===== config.mk =====
export PLATFORM = sky130hd
export DESIGN_NAME = account_access_arbiter_flat
export DESIGN_NICKNAME = d
export VERILOG_FILES = /design/src/rtl/account_access_arbiter_pkg.sv /design/src/rtl/account_access_arbiter_if.sv /design/src/rtl/account_access_arbiter_rr_arbiter.sv /design/src/rtl/account_access_arbiter.sv /design/src/flat_wrapper.sv
export SDC_FILE = /design/constraint.sdc
export NUM_CORES = 1
export LEC_CHECK = 0
export CORE_UTILIZATION = 50
export DETAILED_ROUTE_END_ITERATION = 10
export PLACE_DENSITY_LB_ADDON = 0.08
export SYNTH_ARGS = -nofsm -noshare
export SYNTH_HDL_FRONTEND = slang
export SYNTH_SLANG_ARGS = --single-unit

===== constraint.sdc =====
create_clock -name clk -period 5.4 [get_ports clk]
set_input_delay 0.54 -clock clk [delete_from_list [all_inputs] [get_ports clk]]
set_output_delay 0.54 -clock clk [all_outputs]
set_load 0.02 [all_outputs]

===== src/rtl/account_access_arbiter_pkg.sv =====
// Shared opcode, status and FSM state types for the account access arbiter.
package account_access_arbiter_pkg;

    typedef enum logic [1:0] {
        OP_OPEN    = 2'b00,
        OP_WRITE   = 2'b01,
        OP_RELEASE = 2'b10,
        OP_RSVD    = 2'b11
    } op_e;

    typedef enum logic [1:0] {
        ST_OK        = 2'b00,
        ST_LOCKED    = 2'b01,
        ST_NOT_OWNER = 2'b10,
        ST_BAD_OP    = 2'b11
    } status_e;

    typedef enum logic [1:0] {
        S_IDLE   = 2'b00,
        S_ACCESS = 2'b01,
        S_RESP   = 2'b10
    } state_e;

    // Outcome of a request given the lock entry of its card.
    // 'owned' is only true when the entry is valid and belongs to the requester.
    function automatic status_e decide_status(input op_e op, input logic lk_valid, input logic owned);
        status_e st;
        case (op)
            OP_OPEN:              st = (!lk_valid || owned) ? ST_OK : ST_LOCKED;
            OP_WRITE, OP_RELEASE: st = owned ? ST_OK : ST_NOT_OWNER;
            default:              st = ST_BAD_OP;
        endcase
        return st;
    endfunction

endpackage


===== src/rtl/account_access_arbiter_if.sv =====
// Terminal-side request/response bus of the account access arbiter.
interface account_access_arbiter_if #(
    parameter int NUM_ATM       = 4,
    parameter int CARD_WIDTH    = 6,
    parameter int BALANCE_WIDTH = 20
);
    logic [NUM_ATM-1:0]               req_valid;
    logic [2*NUM_ATM-1:0]             req_op;
    logic [CARD_WIDTH*NUM_ATM-1:0]    req_card;
    logic [BALANCE_WIDTH*NUM_ATM-1:0] req_wdata;
    logic [NUM_ATM-1:0]               abort;
    logic [NUM_ATM-1:0]               resp_valid;
    logic [1:0]                       resp_status;
    logic [BALANCE_WIDTH-1:0]         resp_rdata;

    // Terminal side
    modport master (
        output req_valid, req_op, req_card, req_wdata, abort,
        input  resp_valid, resp_status, resp_rdata
    );

    // Arbiter side
    modport slave (
        input  req_valid, req_op, req_card, req_wdata, abort,
        output resp_valid, resp_status, resp_rdata
    );
endinterface


===== src/rtl/account_access_arbiter_rr_arbiter.sv =====
// Round-robin arbiter: searches from ptr+1 upward (wrapping), one-hot grant.
module rr_arbiter #(
    parameter int NUM_REQ = 4
) (
    input  logic [NUM_REQ-1:0]         req,
    input  logic [$clog2(NUM_REQ)-1:0] ptr,
    output logic [NUM_REQ-1:0]         grant
);
    localparam int          PW = $clog2(NUM_REQ);
    localparam int unsigned N  = NUM_REQ;

    logic          found;
    logic [PW-1:0] idx;

    // First requester after the last granted one wins; ptr itself is checked last.
    always_comb begin
        grant = '0;
        found = 1'b0;
        idx   = '0;
        for (int unsigned k = 1; k <= N; k++) begin
            idx = PW'((32'(ptr) + k) % N);
            if (!found && req[idx]) begin
                grant[idx] = 1'b1;
                found      = 1'b1;
            end
        end
    end
endmodule


===== src/rtl/account_access_arbiter.sv =====
// Shares one single-port balance RAM among NUM_ATM terminals with round-robin
// arbitration and a per-card session lock table.
module account_access_arbiter
    import account_access_arbiter_pkg::*;
#(
    parameter int NUM_ATM       = 4,
    parameter int CARD_WIDTH    = 6,
    parameter int BALANCE_WIDTH = 20
) (
    input  logic                     clk,
    input  logic                     rst,
    account_access_arbiter_if.slave  term,
    output logic                     mem_en,
    output logic                     mem_we,
    output logic [CARD_WIDTH-1:0]    mem_addr,
    output logic [BALANCE_WIDTH-1:0] mem_wdata,
    input  logic [BALANCE_WIDTH-1:0] mem_rdata
);
    localparam int          OW    = $clog2(NUM_ATM);
    localparam int unsigned N     = NUM_ATM;
    localparam int unsigned DEPTH = 1 << CARD_WIDTH;

    state_e                   state;
    logic [OW-1:0]            rr_ptr;
    logic [NUM_ATM-1:0]       grant;

    // Fields of the currently granted requester (IDLE cycle only)
    logic [OW-1:0]            g_idx_c;
    op_e                      op_c;
    logic [CARD_WIDTH-1:0]    card_c;
    logic [BALANCE_WIDTH-1:0] wdata_c;
    logic                     lk_valid_c;
    logic                     lk_owned_c;
    status_e                  status_c;
    logic                     mem_access_c;

    // Latched transaction
    logic [OW-1:0]            g_idx;
    op_e                      cur_op;
    logic [CARD_WIDTH-1:0]    cur_card;
    status_e                  cur_status;

    // Registered response
    logic [NUM_ATM-1:0]       resp_valid_q;
    status_e                  resp_status_q;
    logic                     rdata_sel;

    // Lock table
    logic [DEPTH-1:0]         lock_valid;
    logic [OW-1:0]            lock_owner [DEPTH];
    logic                     lock_set;

    rr_arbiter #(.NUM_REQ(NUM_ATM)) u_rr (
        .req   (term.req_valid),
        .ptr   (rr_ptr),
        .grant (grant)
    );

    // Select the granted requester's fields and evaluate the lock entry for its card.
    always_comb begin
        g_idx_c = '0;
        op_c    = OP_OPEN;
        card_c  = '0;
        wdata_c = '0;
        for (int unsigned i = 0; i < N; i++) begin
            if (grant[i]) begin
                g_idx_c = OW'(i);
                op_c    = op_e'(term.req_op[2*i +: 2]);
                card_c  = term.req_card[CARD_WIDTH*i +: CARD_WIDTH];
                wdata_c = term.req_wdata[BALANCE_WIDTH*i +: BALANCE_WIDTH];
            end
        end
        lk_valid_c   = lock_valid[card_c];
        lk_owned_c   = lk_valid_c && (lock_owner[card_c] == g_idx_c);
        status_c     = decide_status(op_c, lk_valid_c, lk_owned_c);
        mem_access_c = (status_c == ST_OK) && ((op_c == OP_OPEN) || (op_c == OP_WRITE));
    end

    // Status is resolved on the granting edge so the memory strobe can be
    // registered and still be high for exactly the ACCESS cycle.
    always_ff @(posedge clk) begin
        if (rst) begin
            state         <= S_IDLE;
            rr_ptr        <= '0;
            g_idx         <= '0;
            cur_op        <= OP_OPEN;
            cur_card      <= '0;
            cur_status    <= ST_OK;
            mem_en        <= 1'b0;
            mem_we        <= 1'b0;
            mem_addr      <= '0;
            mem_wdata     <= '0;
            resp_valid_q  <= '0;
            resp_status_q <= ST_OK;
            rdata_sel     <= 1'b0;
        end else begin
            case (state)
                S_IDLE: begin
                    if (|term.req_valid) begin
                        g_idx      <= g_idx_c;
                        cur_op     <= op_c;
                        cur_card   <= card_c;
                        cur_status <= status_c;
                        mem_en     <= mem_access_c;
                        mem_we     <= mem_access_c && (op_c == OP_WRITE);
                        mem_addr   <= mem_access_c ? card_c : '0;
                        mem_wdata  <= (mem_access_c && (op_c == OP_WRITE)) ? wdata_c : '0;
                        state      <= S_ACCESS;
                    end
                end
                S_ACCESS: begin
                    mem_en        <= 1'b0;
                    mem_we        <= 1'b0;
                    mem_addr      <= '0;
                    mem_wdata     <= '0;
                    resp_valid_q  <= NUM_ATM'(1) << g_idx;
                    resp_status_q <= cur_status;
                    rdata_sel     <= (cur_op == OP_OPEN) && (cur_status == ST_OK);
                    state         <= S_RESP;
                end
                S_RESP: begin
                    resp_valid_q  <= '0;
                    resp_status_q <= ST_OK;
                    rdata_sel     <= 1'b0;
                    rr_ptr        <= g_idx;
                    state         <= S_IDLE;
                end
                default: state <= S_IDLE;
            endcase
        end
    end

    // An abort from the granted terminal suppresses its own lock set.
    assign lock_set = (state == S_RESP) && (cur_status == ST_OK) && (cur_op == OP_OPEN)
                      && !term.abort[g_idx];

    // Lock table: OPEN sets, RELEASE clears, abort drops every entry owned by the aborting terminal.
    always_ff @(posedge clk) begin
        if (rst) begin
            lock_valid <= '0;
            for (int unsigned d = 0; d < DEPTH; d++) begin
                lock_owner[d] <= '0;
            end
        end else begin
            if (lock_set) begin
                lock_valid[cur_card] <= 1'b1;
                lock_owner[cur_card] <= g_idx;
            end else if ((state == S_RESP) && (cur_status == ST_OK) && (cur_op == OP_RELEASE)) begin
                lock_valid[cur_card] <= 1'b0;
            end
            // The entry being newly set must not be cleared on behalf of its previous owner.
            for (int unsigned d = 0; d < DEPTH; d++) begin
                for (int unsigned a = 0; a < N; a++) begin
                    if (term.abort[a] && (lock_owner[d] == OW'(a))
                        && !(lock_set && (CARD_WIDTH'(d) == cur_card))) begin
                        lock_valid[d] <= 1'b0;
                    end
                end
            end
        end
    end

    assign term.resp_valid  = resp_valid_q;
    assign term.resp_status = resp_status_q;
    assign term.resp_rdata  = rdata_sel ? mem_rdata : '0;

endmodule


===== src/flat_wrapper.sv =====
// flat-port wrapper written by rule: the top's interface ports become plain ports
module account_access_arbiter_flat import account_access_arbiter_pkg::*;
#(
    parameter int NUM_ATM       = 4,
    parameter int CARD_WIDTH    = 6,
    parameter int BALANCE_WIDTH = 20
)
  (clk, rst, mem_en, mem_we, mem_addr, mem_wdata, mem_rdata, term_req_valid, term_req_op, term_req_card, term_req_wdata, term_abort, term_resp_valid, term_resp_status, term_resp_rdata);
  account_access_arbiter_if #(.NUM_ATM(NUM_ATM), .CARD_WIDTH(CARD_WIDTH), .BALANCE_WIDTH(BALANCE_WIDTH)) term_i ();
  input  logic clk;
  input  logic rst;
  output logic mem_en;
  output logic mem_we;
  output logic [CARD_WIDTH-1:0] mem_addr;
  output logic [BALANCE_WIDTH-1:0] mem_wdata;
  input  logic [BALANCE_WIDTH-1:0] mem_rdata;
  input wire logic [$bits(term_i.req_valid)-1:0] term_req_valid;
  input wire logic [$bits(term_i.req_op)-1:0] term_req_op;
  input wire logic [$bits(term_i.req_card)-1:0] term_req_card;
  input wire logic [$bits(term_i.req_wdata)-1:0] term_req_wdata;
  input wire logic [$bits(term_i.abort)-1:0] term_abort;
  output wire logic [$bits(term_i.resp_valid)-1:0] term_resp_valid;
  output wire logic [$bits(term_i.resp_status)-1:0] term_resp_status;
  output wire logic [$bits(term_i.resp_rdata)-1:0] term_resp_rdata;
  assign term_i.req_valid = term_req_valid;
  assign term_i.req_op = term_req_op;
  assign term_i.req_card = term_req_card;
  assign term_i.req_wdata = term_req_wdata;
  assign term_i.abort = term_abort;
  assign term_resp_valid = term_i.resp_valid;
  assign term_resp_status = term_i.resp_status;
  assign term_resp_rdata = term_i.resp_rdata;
  account_access_arbiter #(.NUM_ATM(NUM_ATM), .CARD_WIDTH(CARD_WIDTH), .BALANCE_WIDTH(BALANCE_WIDTH)) u_core (.clk(clk), .rst(rst), .term(term_i), .mem_en(mem_en), .mem_we(mem_we), .mem_addr(mem_addr), .mem_wdata(mem_wdata), .mem_rdata(mem_rdata));
endmodule

# --- After elaboration in Yosys (flattened, before gate mapping) ---
# Memory sizes are Yosys's and may differ from the RTL's.
# Index checks and enable logic that the tools add are counted.
op_classes:
  n_mux: 73
  n_addsub: 4
  multipliers: 0
  n_div: 0
  shifts: 1
  magnitude_cmp: 12
  reduce_logical: 805
  n_bitwise: 6
  n_eq_ne: 262
op_table:
  columns: ["op", "count"]
  rows:
  - ["1-bit logical AND", 592]
  - ["5-bit OR reduction", 64]
  - ["2-bit == test, second input constant", 131]
  - ["6-bit == test, first input constant", 32]
  - ["20-bit two-way mux", 7]
  - ["2-bit logical NOT", 69]
  - ["2-bit by 1-bit == test with 1-bit output, second input constant", 66]
  - ["64-bit two-way mux", 2]
  - ["5-bit by 6-bit == test with 1-bit output, first input constant", 16]
  - ["1-bit logical NOT", 69]
  - ["64-bit bitwise AND", 1]
  - ["64-bit inverter", 1]
  - ["64-bit OR", 1]
  - ["4-bit by 6-bit == test with 1-bit output, first input constant", 8]
  - ["6-bit two-way mux", 7]
  - ["20-bit case mux with 2 select lines", 1]
  - ["3-bit by 6-bit == test with 1-bit output, first input constant", 4]
  - ["1-bit two-way mux", 24]
  - ["2-bit two-way mux", 9]
  - ["4-bit two-way mux", 4]
  - ["2-bit by 3-bit less-than comparator with 1-bit output, second input constant", 5]
  - ["6-bit by 7-bit less-than comparator with 1-bit output, second input constant", 2]
  - ["2-bit by 6-bit == test with 1-bit output, first input constant", 2]
  - ["4-bit OR", 3]
  - ["other kinds (22)", 43]
totals:
  reg_bits: 115
  latchBits: 0
  ramBits: 128
  output_inout_bits: 54
  memories: 1
  input_bits: 142
  word_cells: 1241
  rom_bits: 0
memory_table:
  columns: ["name", "depth", "width", "rd", "rd_ports_with_merged_regs", "wr", "line_no", "text"]
  rows:
  - ["u_core.lock_owner", 64, 2, 65, 0, 64, "account_access_arbiter.sv:50", "logic [OW-1:0] lock_owner [DEPTH];"]

# --- Logic depth before layout (Yosys ltp) ---
logic_depth:
  ltp_word: 29
  mapped_depth: 24

# --- Modules after synthesis ---
# From an unflattened synthesis, not the netlist that was laid out.
hier_totals:
  hier_cells: 1541
  area_unflattened_um2: 14699.1
by_module_without_submodules:
  columns: ["mod", "area_each_um2", "n_inst", "cells_each", "seq_area_each_um2"]
  rows:
  - ["account_access_arbiter", 14341.3, 1, 1503, 6145.9]
  - ["rr_arbiter", 357.8, 1, 38, 0.0]

# --- Worst setup path after synthesis ---
# No wires, ideal clock.
synth_timing:
  path_type: "reg2reg"
  start: "register u_core.rr_ptr[0]"
  end: "register u_core.mem_addr[0]"
  synth_period_minus_slack_ps: 5290
  t_arrival_ps: 5173
  setup_slack_ps: 110
  stages_incl_launch_ff: 23
  cell_sequence: "dfxtp_1 > buf_6 > buf_4 > inv_1 > ha_1 > mux4_2 > buf_2 > a211o_1 > a22o_2 > a221o_1 > o21ai_2 > buf_4 > buf_4 > buf_4 > mux2i_1 > mux2i_1 > mux2_2 > o2111ai_1 > nand4_1 > o211ai_1 > a31oi_1 > a41o_1 > a22o_1"
synth_via:
  elab_chain_cells: 28
  word_cells_on_any_way: 79
  classes_between: "add/sub (4); order compare (8); eq/ne (3); mux (42); bitwise (3); reduce/logical (18); memory (1)"
synth_lines:
  columns: ["item", "line_no", "text"]
  rows:
  - ["from (decl)", "account_access_arbiter.sv:24", "logic [OW-1:0] rr_ptr;"]
  - ["from (signal assigned)", "account_access_arbiter.sv:125", "rr_ptr <= g_idx;"]
  - ["parallel branches: the longest is 12 deep, another holds 2-bit by 3-bit less-than comparator with 1-bit output", null, null]
  - ["4-bit two-way mux *", "account_access_arbiter_rr_arbiter.sv:22", "if (!found && req[idx]) begin"]
  - ["6-bit two-way mux (4 in a row)", "account_access_arbiter.sv:66", "if (grant[i]) begin"]
  - ["memory 64 x 2 bit or 1-bit binary-select mux with 6-bit select (tied branches)", null, null]
  - ["2-bit == test or 1-bit two-way mux (tied branches)", "account_access_arbiter.sv:74, account_access_arbiter.sv:73", null]
  - ["1-bit logical AND or 1-bit logical NOT (tied branches)", "account_access_arbiter.sv:74, account_access_arbiter_pkg.sv:29", null]
  - ["1-bit logical OR", "account_access_arbiter_pkg.sv:29", "OP_OPEN: st = (!lk_valid || owned) ? ST_OK : ST_LOCKED;"]
  - ["1-bit two-way mux", "account_access_arbiter_pkg.sv:29", null]
  - ["2-bit case mux with 2 select lines", "account_access_arbiter_pkg.sv:28", "case (op)"]
  - ["2-bit logical NOT", "account_access_arbiter.sv:76", "mem_access_c = (status_c == ST_OK) && ((op_c == OP_OPEN) || (op_c == OP_WRITE));"]
  - ["1-bit logical AND", "account_access_arbiter.sv:76", null]
  - ["6-bit two-way mux *", "account_access_arbiter.sv:106", "mem_addr <= mem_access_c ? card_c : '0;"]
  - ["6-bit two-way mux *", "account_access_arbiter.sv:99", "if (|term.req_valid) begin"]
  - ["6-bit case mux with 2 select lines *", "account_access_arbiter.sv:97", "case (state)"]
  - ["to (signal assigned)", "account_access_arbiter.sv:106", null]
  - ["to (decl)", "account_access_arbiter.sv:15", "output logic [CARD_WIDTH-1:0] mem_addr,"]
# Mark *: on every way between the ends. The select of a mux whose other input is x is not followed.
# A chain may end at the register's enable or synchronous reset.

# --- Worst setup path in the final report ---
layout_timing:
  start: "register u_core.rr_ptr[1]"
  end: "register u_core.mem_addr[2]"
# The elaborated chain is that of the path after synthesis.

==> results.md <==
- Routed Antenna Nets: 0
- Initial core utilization: approximately 51%
- Hold endpoint: u_core.mem_we
- HP Class: flop to flop
- Crit-path max cell delay: around 0.66 ns
- NumNets Final: a little under 2000
- Reg-to-reg startpoint: u_core.rr_ptr[1]
- # diodes: 0
- Share of cells above drive strength 1: ~18%
- Max Cap Violations: 0
- First-pass GRT wire length: approximately 83000 um
- Die H: 175.6 um
- Reg2Reg Depth: 17
- CTS Root Cell: clkbuf_16
- P_leak: 0.006622 uW
- Vias: between 10000 and 15000
- Clk sinks: between 200 and 250
- Top cell type's share of synthesized area: between 20% and 30%
- Clock slew at reported path FFs: approximately 0.060 ns
- # DRC: 0
- Mapped Area: around 15000 sq um
- Critical Path End Type: flop
- Worst R2R End: u_core.mem_addr[2]
- Synthesis Warnings: 0
- Upper clock frequency limit: 0.1897 GHz
- Drt first pass iters: 6
- Layout area overhead: 24.99%
- Cells after Synth: between 1500 and 2000
- IO Pins: just under 200
- CP required: roughly 6 ns
- Core ar.: between 20000 and 30000 sq um
- Overflow after GRT: 0
- Drt via density: between 6 and 7
- Skew final: approximately 0.02 ns
- Tcrit/Tclk final: 97.60%
- H-tree depth: 1
- DRT iter0 DRCs: 1600
- Worst hold slack: 0.4436 ns
- Syn_nets: 1773
- Synth cell types: between 70 and 80
- Crit path top cell by count: nand2_1
- Seq cells post-synth: around 240
- Post-synthesis async set-or-reset flop share: 0%
- Clk_lat worst skew: approximately 0.55 ns
- Period minus WS final: around 5.3 ns
- Hold Vio Cnt, Final: 0
- Hold path cells: 2
- Power density cells: just over 300 nW/um^2
- Synth area leader: edfxtp_1
- Input/output buffers: roughly 200
- Worst slew pin tran: 1.114 ns
- Die width: between 150 and 200 um
- Post-synth EDFFs: ~130
- Antenna violations before repair: 0
- Crit start category: flop
- Status: finished clean
- Slowest library cell on the worst path: a2111oi_1
- Placer's final routability congestion estimate: 0.9968
- Total die area: between 30000 and 40000 sq um
- Peak supply drop: roughly 0.24 mV
- Post-DR wirelength/cell: 25.05 um
- Critical setup path kind: flop to flop
- Std cell rows: 63
- Slew Limit Headroom: 25.18%
- GRT Overall Usage: between 30% and 40%
- Final setup TNS: 0 ns
- Ranking of synthesized cells by area: edfxtp_1 (26%), dfxtp_1 (15%), mux4_2 (10%), nor2_1 (5.9%), mux2i_1 (5.0%)
- Detailed Route WL: 55810 um
- Setup ws final: approximately 0.13 ns
- R2r setup slk: 0.13 ns
- CTS tree: yes
- Largest net degree at the start of global routing: 86
- Ys flop type: edfxtp_1
- CP cell instances: inv_1 -> ha_2 -> mux4_2 -> a211o_1 -> a22o_2 -> a221o_1 -> o21ai_4 -> buf_6 -> nand2_1 -> a2111oi_1 -> nor4_2 -> a32oi_1 -> a21oi_1 -> o2111ai_1 -> nand2_1 -> a41o_2 -> a22o_1
- Hold Buf Count CTS: 0
- Total CTS buffers: 28
- Syn Area/Cell: 9.322 sq um
- Hold Crit Start: u_core.mem_we
- Post-synthesis sequential area ratio: 40.77%
- Post-place setup slack: -0.1931 ns
- Critical Path Fanout Max: 11
- Critical path arrival: 5.71 ns
- Vias in the first global route: approximately 14000
- Max-slew violation count: 0
- Final setup violation count: 0
- DP Wirelength: 40140 um
- Clock Tree Buf Depth: 3
## area by class of cell
class,count,area (sq um)
fillers,2573,10800
multi-input cells,1225,8356
flip-flops and latches,243,6146
repair buffers,307,2878
clock buffers,39,814.5
well taps,390,488.0
clock inverters,13,116.4
inverters,11,41.29
## worst max path at each step
stage                                  from  cells after the start                   end
after detailed placement  term_req_valid[2]                     19   u_core.mem_wdata[5]
after global routing       u_core.rr_ptr[1]                     22  u_core.mem_wdata[11]
final                      u_core.rr_ptr[1]                     17    u_core.mem_addr[2]
after global placement    term_req_valid[2]                     19   u_core.mem_wdata[1]
after CTS                  u_core.rr_ptr[1]                     19   u_core.mem_wdata[6]
after floorplan            u_core.rr_ptr[0]                     22    u_core.mem_addr[0]
## synth_stat cells, types with 25 or more instances
cell type and number:
clkbuf_1 100, edfxtp_1 128, a31oi_1 33, dfxtp_1 115, mux2i_1 76, or2_2 26, nand3_1 45, nor3b_1 33
nor3_1 49, nor2_1 238, a21oi_1 83, mux4_2 69, o21ai_0 84, nand2_1 191, and2_1 25
## timing repair
action,CTS,global route
buffers inserted,0,5
gates resized for setup,0,18
hold endpoints to repair,0,0
endpoints found under the setup margin,0,30
## cell families (layout without fill, tap and decap cells)
group	Yosys count	in the layout	share of synthesized area, %
DFF	243	243	40.77
and+or+nand+nor	690	690	21.24
muxes	157	157	16.25
adders and majority gates	14	14	1.162
buffers and inverters	149	370	4.441
AOI/OAI and AO/OA	364	364	16.13
## metal layers
layer	vias to the layer above	wire length, um	global-route usage, %
met3	195	5983	6.126
li1	6351	-	-
met5	-	0	0
met1	6703	20970	46.07
met2	926	25620	57.87
met4	0	3235	18.04
## worst max-delay path, delay by kind of cell, from the launching register on
kind	cells	cell delay, ns
adder cells (fa/ha/maj)	1	0.39
buffers and inverters	2	0.31
AND/OR/NAND/NOR	3	0.37
AO/OA/AOI/OAI	10	3.15
flip-flops	1	0.32
multiplexers	1	0.60
## power by group
part	switching [uW]	leakage, uW	internal (uW)
clock	756	0.000463	1140
combinational	986	0.00391	735
sequential	73.5	0.00225	2010
total	1820	0.00662	3890
## layout by cell type (no fill, tap or decap), types with 33 or more instances in the layout
master / netlist / layout
nor2_1: 238 / 237
nand2_1: 191 / 190
clkdlybuf4s50_1: 0 / 190
edfxtp_1: 128 / 128
dfxtp_1: 115 / 115
buf_4: 9 / 103
o21ai_0: 84 / 83
a21oi_1: 83 / 82
mux2i_1: 76 / 72
mux4_2: 69 / 69
nor3_1: 49 / 49
nand3_1: 45 / 44
a31oi_1: 33 / 33
nor3b_1: 33 / 33
## through the flow
stage | cells | instance area [sq um] | util (%) | total power (uW)
after CTS | 2223 | 18730 | 63.18 | 5664
after floorplan | 1617 | 15070 | - | 3058
after global placement | 2171 | 17800 | 60.04 | 3762
after global routing | 2228 | 18840 | 63.56 | 5902
final | 2228 | 18840 | 63.56 | 5702
after detailed placement | 2171 | 17800 | 60.04 | 3770
Note: power is estimated with default switching activity, not from simulation.
==> edit 1: new RTL, same flow settings <==
`BALANCE_WIDTH` is set to 20 in 3 places; all go to 40.
--- a/src/rtl/account_access_arbiter_if.sv
+++ b/src/rtl/account_access_arbiter_if.sv
@@ -2,7 +2,7 @@
 interface account_access_arbiter_if #(
     parameter int NUM_ATM       = 4,
     parameter int CARD_WIDTH    = 6,
-    parameter int BALANCE_WIDTH = 20
+    parameter int BALANCE_WIDTH = 40
 );
     logic [NUM_ATM-1:0]               req_valid;
     logic [2*NUM_ATM-1:0]             req_op;
--- a/src/rtl/account_access_arbiter.sv
+++ b/src/rtl/account_access_arbiter.sv
@@ -5,7 +5,7 @@
 #(
     parameter int NUM_ATM       = 4,
     parameter int CARD_WIDTH    = 6,
-    parameter int BALANCE_WIDTH = 20
+    parameter int BALANCE_WIDTH = 40
 ) (
     input  logic                     clk,
     input  logic                     rst,
--- a/src/flat_wrapper.sv
+++ b/src/flat_wrapper.sv
@@ -3,7 +3,7 @@
 #(
     parameter int NUM_ATM       = 4,
     parameter int CARD_WIDTH    = 6,
-    parameter int BALANCE_WIDTH = 20
+    parameter int BALANCE_WIDTH = 40
 )
   (clk, rst, mem_en, mem_we, mem_addr, mem_wdata, mem_rdata, term_req_valid, term_req_op, term_req_card, term_req_wdata, term_abort, term_resp_valid, term_resp_status, term_resp_rdata);
   account_access_arbiter_if #(.NUM_ATM(NUM_ATM), .CARD_WIDTH(CARD_WIDTH), .BALANCE_WIDTH(BALANCE_WIDTH)) term_i ();
Ports: changed (resized mem_rdata, mem_wdata, term_req_wdata and term_resp_rdata); port bits go from 196 to 336. The function was not compared with the original's and may differ.
==> edit 1 against the original RTL <==
Via count increased by 21%; sequential cell count increased by 20; critical path type unchanged; global-route usage increased by 4.5 points; design area increased by 16%; hold slack got worse by 0.13 ns; setup slack got worse by 0.017 ns; wire length increased by 24%; fmax decreased by 0.31%; synthesized area increased by 7.5%; total power increased by 16%; count of clock-buffer cells in the layout unchanged.
==> edit 1: results (changes against the original RTL) <==
| Parameter | This run | vs unedited |
| --- | --- | --- |
| Number of CTS-inserted buffers | 29 | +3.6% |
| Metal-1 WL | 25900 um | +24% |
| Result of the run | finished, final reports clean |  |
| Synthesized netlist net count | 2085 | +18% |
| Number of buffers added on ports | 335 | +72% |
| Overall Global Routing Usage | 40.2% | +4.5 points |
| First-pass detailed-route iteration total | 5 | -1 |
| Largest fanout on the critical path | 21 | +10 |
| Number of global-route vias before repair | 16000 | +18% |
| Post-synth top cells | nand2_1 (241), nor2_1 (232), o21ai_0 (146) |  |
| First-pass GRT wire length | 100000 um | +21% |
| Prevailing post-synth register cell | dfxtp_1 |  |
| Worst setup timing slack at the placement stage | -0.357 ns | -0.164 ns |
| Worst skew pair latency | 0.58 ns | +0.03 ns |
| Share of cells above drive strength 1 | 16.1% | -1.5 points |
| Min-delay src | rst |  |
| Final Routed Wirelength | 69000 um | +24% |
| Met3 layer wire length in the routed design | 8240 um | +38% |
| Count of unique library cells instantiated by Yosys | 69 | -9.2% |
| Highest metal layer with signal wires | met5 |  |
| Violation count after the first detailed-route iteration | 2380 | +49% |
| Top cells by area, synth | edfxtp_1 (24%), dfxtp_1 (17%), mux4_2 (9.7%) |  |
| Net count, final | 2437 | +24% |
| Number of antenna violations at the first check in global routing | 4 | +4 |
| Half-perimeter wire length after detailed placement | 49100 um | +22% |
| Final RePlAce weighted congestion | 0.979 | -1.8% |
| Path class of the lowest-slack min-delay path | in -> reg |  |
## edit 1: cell types whose count changed in the layout (fill, tap and decap cells not counted), sizes merged, moves of 24 or more
| cell | before | now |
|---|---|---|
| a211oi | 7 | 34 |
| a221oi | 24 | 48 |
| buf | 117 | 169 |
| clkdlybuf4s50 | 190 | 330 |
| mux2i | 76 | 28 |
| nand2 | 193 | 242 |
| nor3 | 49 | 77 |
| o21ai | 108 | 187 |
## edit 1: power by group
group	total (uW)	internal (uW)	switching [uW]
Combinational	2310	1010	1290
Clock	2070	1190	875
Sequential	2260	2160	97.6
Total	6630	4360	2270
## edit 1: logic make-up after synthesis
logic type / Yosys count / share of synthesized area (%)
compound gates: 481 / 19.4
fa+ha+maj: 14 / 1.08
buf+inv: 189 / 5.10
flops: 263 / 40.4
mux: 101 / 11.7
simple gates: 781 / 22.3
## edit 1: repair_timing
| item | 4_1_cts | 5_1_grt |
|---|---|---|
| gates resized for setup | 2 | 29 |
| pin swaps | 0 | 2 |
| buffers inserted | 0 | 3 |
| gates cloned | 0 | 2 |
| endpoints found under the setup margin | 41 | 49 |
## edit 1: path summary, 6_finish.rpt
kind | endpoint | slack, ns | cells past startpoint
worst max-delay path | u_core.mem_wdata[28]$_SDFFE_PP0P_ | 0.11 | 21
worst min-delay path | u_core.rdata_sel$_SDFFE_PP0P_ | 0.32 | 2
worst max register to register | u_core.mem_wdata[28]$_SDFFE_PP0P_ | 0.11 | 21
worst min register to register | u_core.mem_wdata[32]$_SDFFE_PP0P_ | 0.44 | 2
## edit 1: area by class of cell
class	count	area [sq um]
fillers	2614	9900
multi-input cells	1377	9010
flip-flops and latches	263	6550
repair buffers	500	4740
clock buffers	39	845
well taps	402	503
clock inverters	14	133
inverters	10	37.5
diodes	1	2.50
## edit 1: critical path, stage by stage (launching register included)
cell and delay [ns]:
dfxtp_1 0.35, inv_2 0.08, ha_4 0.28, mux4_2 0.54
buf_4 0.18, nand3b_1 0.25, a211oi_4 0.37, buf_6 0.17
a211oi_1 0.05, buf_4 0.15, a311oi_4 0.25, buf_6 0.17
nor2_2 0.08, a21oi_1 0.16, a311oi_1 0.08, or4_1 0.63
o22a_1 0.28, a21oi_2 0.15, o21ai_1 0.11, a311o_2 0.47
buf_12 0.20, o21ai_1 0.17
## edit 1: through the flow
stage	total power, uW	TNS [ns]	instance area (sq um)	instances
3_5_place_dp	4470	-13.59	20600	2547
3_3_place_gp	4450	-11.32	20600	2547
4_1_cts	6510	0	21600	2600
5_1_grt	6840	-0.472	21800	2606
6_report	6630	0	21800	2606
2_1_floorplan	3420	0	16200	1829
## edit 1: layer usage
layer  vias to the layer above  global-route usage (%)
li1                       7451                       -
met1                      8109                    54.1
met2                      1268                    62.9
met3                       255                    8.18
met4                         6                    17.7
met5                         -                       0
==> edit 2: new RTL, same settings <==
Without the edit above. Register the output `mem_wdata` once more, without a reset; this adds one clock of latency there. The other outputs are not delayed to match.
--- a/src/rtl/account_access_arbiter.sv
+++ b/src/rtl/account_access_arbiter.sv
@@ -19,6 +19,8 @@
     localparam int          OW    = $clog2(NUM_ATM);
     localparam int unsigned N     = NUM_ATM;
     localparam int unsigned DEPTH = 1 << CARD_WIDTH;
+
+    logic [BALANCE_WIDTH-1:0] mem_wdata_s0;
 
     state_e                   state;
     logic [OW-1:0]            rr_ptr;
@@ -89,7 +91,7 @@
             mem_en        <= 1'b0;
             mem_we        <= 1'b0;
             mem_addr      <= '0;
-            mem_wdata     <= '0;
+            mem_wdata_s0  <= '0;
             resp_valid_q  <= '0;
             resp_status_q <= ST_OK;
             rdata_sel     <= 1'b0;
@@ -104,7 +106,7 @@
                         mem_en     <= mem_access_c;
                         mem_we     <= mem_access_c && (op_c == OP_WRITE);
                         mem_addr   <= mem_access_c ? card_c : '0;
-                        mem_wdata  <= (mem_access_c && (op_c == OP_WRITE)) ? wdata_c : '0;
+                        mem_wdata_s0 <= (mem_access_c && (op_c == OP_WRITE)) ? wdata_c : '0;
                         state      <= S_ACCESS;
                     end
                 end
@@ -112,7 +114,7 @@
                     mem_en        <= 1'b0;
                     mem_we        <= 1'b0;
                     mem_addr      <= '0;
-                    mem_wdata     <= '0;
+                    mem_wdata_s0  <= '0;
                     resp_valid_q  <= NUM_ATM'(1) << g_idx;
                     resp_status_q <= cur_status;
                     rdata_sel     <= (cur_op == OP_OPEN) && (cur_status == ST_OK);
@@ -164,5 +166,9 @@
     assign term.resp_status = resp_status_q;
     assign term.resp_rdata  = rdata_sel ? mem_rdata : '0;
 
+    always_ff @(posedge clk) begin
+        mem_wdata <= mem_wdata_s0;
+    end
+
 endmodule
 
Function: not settled (the Yosys comparison gave no result); the edit may change what the design does.
==> edit 2 against the original RTL <==
Wire length increased by 1.9%; sequential power rose by 9%; sequential cell count grew 20; total power up 6.9%; critical path depth rose by 1; design area increased by 0.49%; combinational power shrank 4%; synthesized area rose by 0.83%; setup slack improved by 0.043 ns; synthesized cell count is 1.7% higher.
==> edit 2: results (changes against the original RTL) <==
| Parameter | This run | vs unedited |
| --- | --- | --- |
| Number of cells in the design after placement | 2165 | -0.28% |
| First-pass GRT wire length | 84200 um | +1.6% |
| Number of CTS-inserted buffers | 29 | +3.6% |
| Final RePlAce weighted congestion | 1.00 | +0.65% |
| Number of flops mapped to enable cells by yosys | 128 | unchanged |
| Leakage Power | 0.00651 uW | -1.7% |
| Largest net degree at the start of global routing | 66 | -23% |
| Post-synth top cells | nand2_1 (302), nor2_1 (192), dfxtp_1 (135) |  |
| Via density | 6.47 | +1.7% |
| Count of warnings emitted by yosys | 0 | unchanged |
| Number of inserted filler cells in the final layout | 2515 | -2.3% |
| Seq pwr | 2270 uW | +9% |
| Worst skew pair latency | 0.56 ns |  |
| Result of the run | finished, final reports clean |  |
| Clock root buffer master | clkbuf_16 |  |
| Clock transition at the registers of the reported paths | 0.06 ns | about the same |
| Number of antenna violations at the first check in global routing | 0 | unchanged |
| Final Routed Wirelength | 56900 um | +1.9% |
| Net count, final | 1964 | -0.41% |
| Antenna cell count | 0 | unchanged |
| Maximum number of buffers from clock root to sink | 3 | unchanged |
| Worst supply voltage drop on vdd | 0.277 mV | +14% |
| Cells after synthesis | 1645 | +1.7% |
| Worst setup timing slack at the placement stage | -0.0737 ns | +0.119 ns |
| Synthesized netlist net count | 1801 | +1.6% |
| Count of unique library cells instantiated by Yosys | 79 | +3.9% |
| Sw frac | 31.6% | -0.26 points |
| Fraction of the yosys area taken by sequential cells | 43.1% | +2.3 points |
| Actual slew at the worst max-slew pin | 1.33 ns | +0.216 ns |
| Violation count after the first detailed-route iteration | 1641 | +2.6% |
| Path class of the lowest-slack min-delay path | reg -> reg |  |
| H-tree depth reported by CTS | 1 | unchanged |
| Worst-case clock skew | 0.0142 ns | -0.00621 ns |
| First-pass detailed-route iteration total | 6 | unchanged |
| Number of vias in the routed layout | 14400 | +1.4% |
| Top cells by area, synth | edfxtp_1 (25%), dfxtp_1 (18%), mux4_2 (11%) |  |
| Share of cells above drive strength 1 | 14.2% | -3.4 points |
| Half-perimeter wire length after detailed placement | 39800 um | -0.92% |
| Number of buffers added on ports | 195 | unchanged |
| Clk pwr share | 35.8% | +2.5 points |
| Worst path arrival time | 5.67 ns | -0.04 ns |
| Async SR Flop Fraction | 0% | unchanged |
| Largest fanout on the critical path | 7 | -4 |
| Prevailing post-synth register cell | dfxtp_1 |  |
| Overall Global Routing Usage | 36.1% | +0.39 points |
## edit 2: changes by cell type in the layout (fill, tap and decap cells not counted), moves of 28 or more
| cell | before | now |
|---|---|---|
| a31oi_1 | 33 | 4 |
| mux2i_1 | 72 | 16 |
| o21ai_0 | 83 | 114 |
| a211oi_1 | 7 | 39 |
| nor2_1 | 237 | 191 |
| buf_4 | 103 | 75 |
| nand2_1 | 190 | 300 |
| and3_1 | 8 | 38 |
## edit 2: cells by family after synthesis
group                    share of synthesized area (%)
AO/OA/AOI/OAI                                     16.6
XOR/XNOR                                        0.0576
adder cells (fa/ha/maj)                           1.15
buffers and inverters                             4.15
flip-flops                                        43.1
multiplexers                                      12.0
AND/OR/NAND/NOR                                   23.0
## edit 2: worst paths after layout
kind                                     endpoint                            startpoint  cells after the start  slack [ns]
setup / recovery  u_core.mem_addr[5]$_SDFFE_PP0P_         u_core.rr_ptr[0]$_SDFFE_PP0P_                     18        0.17
hold / removal       u_core.mem_wdata[13]$_DFF_P_  u_core.mem_wdata_s0[13]$_SDFFE_PP0P_                      0        0.34
setup reg to reg  u_core.mem_addr[5]$_SDFFE_PP0P_         u_core.rr_ptr[0]$_SDFFE_PP0P_                     18        0.17
hold reg to reg      u_core.mem_wdata[13]$_DFF_P_  u_core.mem_wdata_s0[13]$_SDFFE_PP0P_                      0        0.34
## edit 2: per-layer routing
metal	routed length (um)	global-route usage, %	share of wire, %
met5	0	0	0
met3	7030	9.86	12
met4	2080	13.1	3.7
met1	22100	48.6	39
met2	25700	55.8	45
## edit 2: critical path: stages, from the launching register on
cell       delay, ns
dfxtp_1         0.34
inv_1           0.09
ha_1            0.34
mux4_2          0.58
or2_0           0.28
or3_4           0.43
and2_4          0.19
nor2_1          0.22
o31a_1          0.29
buf_4           0.18
nand3_1         0.21
a311oi_2        0.43
buf_4           0.19
a2111oi_2       0.04
a22oi_2         0.28
xnor2_1         0.10
a211o_1         0.31
or2_1           0.33
a32o_1          0.29
## edit 2: stage by stage
| step | instance area [sq um] | power, uW | util [%] |
|---|---|---|---|
| 2_1_floorplan | 15200 | 3210 | - |
| 3_3_place_gp | 17800 | 3870 | 59.6 |
| 3_5_place_dp | 17800 | 3890 | 59.6 |
| 4_1_cts | 18800 | 6040 | 63.2 |
| 5_1_grt | 18900 | 6270 | 63.5 |
| 6_report | 18900 | 6100 | 63.5 |
## edit 2: what timing repair did
action,CTS,global route
endpoints found under the setup margin,0,29
gates resized for setup,0,16
buffers inserted,0,2
hold endpoints to repair,0,0
## edit 2: final cells by class
| class | count | area share, % |
|---|---|---|
| tap | 390 | 2.58 |
| sequential | 263 | 34.6 |
| inverter | 9 | 0.178 |
| timing repair buffer | 278 | 14.0 |
| multi-input combinational | 1227 | 43.0 |
| clock inverter | 18 | 1.24 |
| clock buffer | 36 | 4.36 |
